--- config.mk ---
export PLATFORM = sky130hd
export DESIGN_NAME = sweep_arbiter
export DESIGN_NICKNAME = d
export VERILOG_FILES = /design/src/rtl/chess_pkg.sv /design/src/rtl/sweep_cmp.sv /design/src/rtl/sweep_arbiter.sv
export SDC_FILE = /design/constraint.sdc
export NUM_CORES = 1
export LEC_CHECK = 0
export BUFFER_PORTS_ARGS = -buffer_cell sky130_fd_sc_hd__buf_4
export CAP_MARGIN = 0
export CORE_UTILIZATION = 45
export DETAILED_ROUTE_END_ITERATION = 10
export GPL_TIMING_DRIVEN = 0
export PLACE_DENSITY = 0.67
export SYNTH_ARGS = -nofsm -noshare
export SYNTH_HDL_FRONTEND = slang
export SYNTH_SLANG_ARGS = --single-unit
--- constraint.sdc ---
create_clock -name clk -period 9.25 [get_ports clk]
set_clock_uncertainty 0.1 [all_clocks]
set_input_delay 1.85 -clock clk [delete_from_list [all_inputs] [get_ports clk]]
set_output_delay 1.85 -clock clk [all_outputs]
set_load 0.01 [all_outputs]
--- src/rtl/chess_pkg.sv ---
// Shared types for the sweep arbiter: command opcodes, FSM states and priority constants.
package chess_pkg;

  typedef enum logic [1:0] {
    OP_SWEEP      = 2'd0,
    OP_ENABLE_ALL = 2'd1,
    OP_SET_ENABLE = 2'd2,
    OP_NOP        = 2'd3
  } op_e;

  typedef enum logic [1:0] {
    ST_IDLE = 2'd0,
    ST_SCAN = 2'd1,
    ST_HOLD = 2'd2
  } state_e;

  // A best priority of PRIO_NONE means no candidate was found.
  localparam int PRIO_NONE = 0;

endpackage

--- src/rtl/sweep_cmp.sv ---
// One link of the per-rank compare chain: a candidate displaces the running best
// only with strictly greater priority, so earlier (lower-index) squares win ties.
module sweep_cmp #(
  parameter int PRIO_W = 3,
  parameter int SQ_W   = 6
) (
  input  logic [PRIO_W-1:0] best_prio,
  input  logic [SQ_W-1:0]   best_sq,
  input  logic [PRIO_W-1:0] cand_prio,
  input  logic [SQ_W-1:0]   cand_sq,
  output logic [PRIO_W-1:0] win_prio,
  output logic [SQ_W-1:0]   win_sq
);

  logic take;

  assign take     = cand_prio > best_prio;
  assign win_prio = take ? cand_prio : best_prio;
  assign win_sq   = take ? cand_sq   : best_sq;

endmodule

--- src/rtl/sweep_arbiter.sv ---
// Rank-by-rank priority sweep over a FILES x RANKS board with per-square enables.
// Optional feature: define SWEEP_AUTO_MASK_EN to clear the winner's enable on result handshake.
module sweep_arbiter
  import chess_pkg::*;
#(
  parameter  int FILES  = 8,
  parameter  int RANKS  = 8,
  parameter  int PRIO_W = 3,
  localparam int SQ_W   = $clog2(FILES * RANKS),
  localparam int RANK_W = $clog2(RANKS)
) (
  input  logic                    clk,
  input  logic                    rst,
  // Handshakes: a transfer happens on a rising edge where valid and ready are both high;
  // valid is held with stable payload until that edge.
  input  logic                    cmd_valid,
  output logic                    cmd_ready,
  input  logic [1:0]              cmd_op,
  input  logic [SQ_W-1:0]         cmd_sq,
  input  logic                    cmd_val,
  input  logic                    rotated,
  output logic [RANK_W-1:0]       rank_sel,
  output logic [FILES-1:0]        enable_row,
  input  logic [FILES*PRIO_W-1:0] prio_row,
  input  logic [FILES-1:0]        illegal_row,
  output logic                    res_valid,
  input  logic                    res_ready,
  output logic [SQ_W-1:0]         res_sq,
  output logic [PRIO_W-1:0]       res_prio,
  output logic                    res_none,
  output logic                    res_illegal,
  output state_e                  dbg_state
);

  localparam int FILE_W = $clog2(FILES);
  localparam int NSQ    = FILES * RANKS;

  state_e             state;
  logic [RANK_W-1:0]  rank_q;
  logic [NSQ-1:0]     en_q;
  logic [PRIO_W-1:0]  best_prio;
  logic [SQ_W-1:0]    best_sq;
  logic               ill_acc;
  logic               rot_q;
  logic [SQ_W-1:0]    row_base;
  logic [SQ_W-1:0]    set_idx;

  logic [PRIO_W-1:0]  chain_prio [FILES+1];
  logic [SQ_W-1:0]    chain_sq   [FILES+1];

  assign cmd_ready  = (state == ST_IDLE);
  assign dbg_state  = state;
  // rank_q wraps to 0 after the last rank, so it already reads 0 outside SCAN.
  assign rank_sel   = rank_q;
  assign row_base   = {rank_q, {FILE_W{1'b0}}};
  assign enable_row = en_q[row_base +: FILES];
  assign set_idx    = rotated ? ~cmd_sq : cmd_sq;

  assign chain_prio[0] = best_prio;
  assign chain_sq[0]   = best_sq;

  for (genvar f = 0; f < FILES; f++) begin : g_cmp
    sweep_cmp #(
      .PRIO_W (PRIO_W),
      .SQ_W   (SQ_W)
    ) u_cmp (
      .best_prio (chain_prio[f]),
      .best_sq   (chain_sq[f]),
      .cand_prio (prio_row[f*PRIO_W +: PRIO_W]),
      .cand_sq   ({rank_q, FILE_W'(f)}),
      .win_prio  (chain_prio[f+1]),
      .win_sq    (chain_sq[f+1])
    );
  end

  always_ff @(posedge clk or posedge rst) begin
    if (rst) begin
      state       <= ST_IDLE;
      rank_q      <= '0;
      en_q        <= '1;
      best_prio   <= '0;
      best_sq     <= '0;
      ill_acc     <= 1'b0;
      rot_q       <= 1'b0;
      res_valid   <= 1'b0;
      res_sq      <= '0;
      res_prio    <= '0;
      res_none    <= 1'b1;
      res_illegal <= 1'b0;
    end else begin
      case (state)
        ST_IDLE: begin
          if (cmd_valid) begin
            case (op_e'(cmd_op))
              OP_SWEEP: begin
                best_prio <= '0;
                best_sq   <= '0;
                ill_acc   <= 1'b0;
                rot_q     <= rotated;
                rank_q    <= '0;
                state     <= ST_SCAN;
              end
              OP_ENABLE_ALL: en_q <= '1;
              OP_SET_ENABLE: en_q[set_idx] <= cmd_val;
              default: ;
            endcase
          end
        end
        ST_SCAN: begin
          best_prio <= chain_prio[FILES];
          best_sq   <= chain_sq[FILES];
          ill_acc   <= ill_acc | (|illegal_row);
          rank_q    <= rank_q + 1'b1;
          if (rank_q == RANK_W'(RANKS - 1)) state <= ST_HOLD;
        end
        ST_HOLD: begin
          // First HOLD cycle publishes the result; later cycles wait for the consumer.
          if (!res_valid) begin
            res_valid   <= 1'b1;
            res_illegal <= ill_acc;
            if (best_prio == PRIO_W'(PRIO_NONE)) begin
              res_none <= 1'b1;
              res_sq   <= '0;
              res_prio <= '0;
            end else begin
              res_none <= 1'b0;
              res_sq   <= rot_q ? ~best_sq : best_sq;
              res_prio <= best_prio;
            end
          end else if (res_ready) begin
            res_valid <= 1'b0;
            state     <= ST_IDLE;
`ifdef SWEEP_AUTO_MASK_EN
            if (!res_none) en_q[best_sq] <= 1'b0;
`endif
          end
        end
        default: state <= ST_IDLE;
      endcase
    end
  end

endmodule

==> qor.yml <==
synth_area_um2: 6020
clock_path_buffers: 2
crit_top_cell: "nand3b_1"
syn-num-nets: 723
hold_class: "register to register"
track_usage: 0.268
grt_pass1_vias: 5643
synth_cells: 649
cts.sinks: 92
crit_path_start_kind: "input port"
cts_tree: "done"
drcViolationCount: 0
wire_per_inst_um: 19.3
grt_busiest_layer: "met2"
clock_latency_ns: 0.34
synth_edf_count: 0
antenna_found_initial: 0
totalWireLength_um: 18200
postRouteAntennaNets: 0
first_pass_iters: 5
clk_pin_slew_ns: 0.07
yosysWarnings: 0
port_buffers: 71
hold_depth: 2
num_antenna_cells: 0
layout.nets: 840
violations: "negative setup slack"
core_um2: 12800
relSlewSlack: 0.338
htreeDepth: 3
grt_pass1_wl_um: 29500
synth_top_area_frac: 0.284
gp_congestion: 0.891
grt_max_degree: 73
synth_cell_types: 56
overflow: 0
cts-root-buf: "clkbuf_16"
vias: 5709
cts_buffers: 9
crit_required_ns: 9.39
synth_top_cells_by_count: "111 x a21oi_1, 65 x dfstp_2, 61 x nor2_1"
endpoint_kind: "register"
yosysMostFrequentCell: "a21oi_1"
r2r_cells: 45
period_minus_slack_ns: 10.73
rsz0062_at_grt: "true"
setup_viol: 9
slew_violations: 0
area_delta_synth_final_pct: 27.9
met3_usage: 0.0344
outcome: "finished with violations"
drv_cap: 0
drive_gt1_frac: 0.363
hold_violations: 0
cpMaxStageDelayCell: "mux2_4"
grt_use_met1: 0.365
yosysTopAreaCell: "dfstp_2"
viasPerCell: 6.05
setup.worst_path.class: "input port to register"
setup_ws_ns: -1.48
ys_seq_area_frac: 0.396
holdBufCountCts: 0
cp_slowest_stage_delay_ns: 0.37
postLayoutCoreUtil: 0.600
initial_core_util: 0.469
io_pins: 72
fp.dieW_um: 118
met2_usage: 0.435
synth.avg_cell_area_um2: 9.27
drt-initial-drc-count: 491
ys_async_sr_fraction: 1.00
die_h_um: 118
fp-row-count: 41
fp.dieArea_um2: 13800
synth-seq-cells: 92
worst_pin_slew_ns: 0.986
critPathArrivalTime_ns: 10.87
hpwl_um: 13100
fin_crit_sh: 1.16
ys.flop_type: "dfstp_2"
critPathMaxFanout: 6
synth_area_leaders: "dfstp_2 28%, dfrtp_1 11%, a21oi_1 9.2%, mux4_2 6.0%, ha_1 5.8%"
fmaxAchievable_ghz: 0.0932
[state kept, by name (all words and copies together) (netlist names)]
register / flops
dbg_state: 2
best_sq: 6
res_prio: 3
rank_sel: 3
res_none: 1
ill_acc: 1
best_prio: 3
res_sq: 6
rot_q: 1
res_illegal: 1
en_q: 64
res_valid: 1
[layer usage]
metal | routed length, µm | up-vias | share of wire
li1 | - | 2646 | -
met3 | 1070 | 34 | 0.059
met4 | 432 | 0 | 0.024
met5 | 0 | - | 0
met2 | 8760 | 220 | 0.48
met1 | 7930 | 2809 | 0.44
[final timing paths]
path | to | slack (ns) | startpoint
max | best_sq[3] | -1.48 | prio_row[2]
min | res_illegal | 0.38 | ill_acc
max reg2reg | best_sq[3] | -0.44 | best_prio[1]
min reg2reg | res_illegal | 0.38 | ill_acc
max in group asynchronous | en_q[6] | 7.00 | rst
min in group asynchronous | en_q[52] | 1.61 | rst
[layout by cell type, fill, tap and decap left out, drive strengths merged, types with 4 or more instances in the layout]
| cell | count |
|---|---|
| inv | 21 |
| nor2b | 7 |
| a32o | 4 |
| mux4 | 16 |
| clkbuf | 33 |
| dfstp | 65 |
| or2 | 10 |
| o21a | 4 |
| buf | 117 |
| and2 | 8 |
| a22oi | 4 |
| nand3b | 7 |
| mux2i | 8 |
| a21o | 21 |
| a22o | 10 |
| nand2b | 11 |
| mux2 | 12 |
| nand2 | 34 |
| nand3 | 8 |
| dfrtp | 27 |
| o22ai | 20 |
| a21oi | 115 |
| xor2 | 6 |
| nor2 | 61 |
| ha | 28 |
| o21ai | 64 |
| o22a | 10 |
[cell families (layout without fill, tap and decap cells)]
group,after synthesis,count (layout),synth area share
flops,92,92,0.396
fa+ha+maj,28,28,0.0582
simple gates,159,159,0.128
xor+xnor,6,6,0.00874
compound gates,275,275,0.280
buf+inv,53,175,0.0335
mux,36,36,0.0957
[what timing repair did]
item,in CTS,in global routing
endpoints found under the setup margin,9,9
buffers inserted,26,8
resized for setup,19,13
pin swaps,37,28
[critical path, delay by kind of cell]
family | cells | cell delay [ns]
AOI/OAI and AO/OA | 15 | 2.98
muxes | 3 | 1.03
and+or+nand+nor | 16 | 2.90
adders and majority gates | 8 | 1.76
buffers and inverters | 3 | 0.37
[per-stage QoR]
| step | cell area, µm² | hold slack [ns] | worst slack [ns] | TNS, ns | cells |
|---|---|---|---|---|---|
| floorplan | 6200 | 0.339 | -1.41 | -11.13 | 649 |
| global placement | 6940 | 0.368 | -2.27 | -18.71 | 892 |
| detailed placement | 6970 | 0.371 | -2.51 | -20.83 | 893 |
| CTS | 7550 | 0.384 | -1.28 | -10.65 | 935 |
| global route | 7690 | 0.402 | -1.84 | -15.95 | 943 |
| finish | 7690 | 0.378 | -1.48 | -12.60 | 943 |
[layout make-up]
class                      count  area (µm²)
buffer                        32         123
clock buffer                  12         236
clock inverter                 4        51.3
fill                        1081        5130
inverter                      21        81.3
multi-input combinational    504        3770
sequential                    92        2380
tap                          172         215
timing repair buffer         106         831
Power is not shown: default switching activity piles up to over one toggle a cycle in this logic, so the estimate is an artifact.
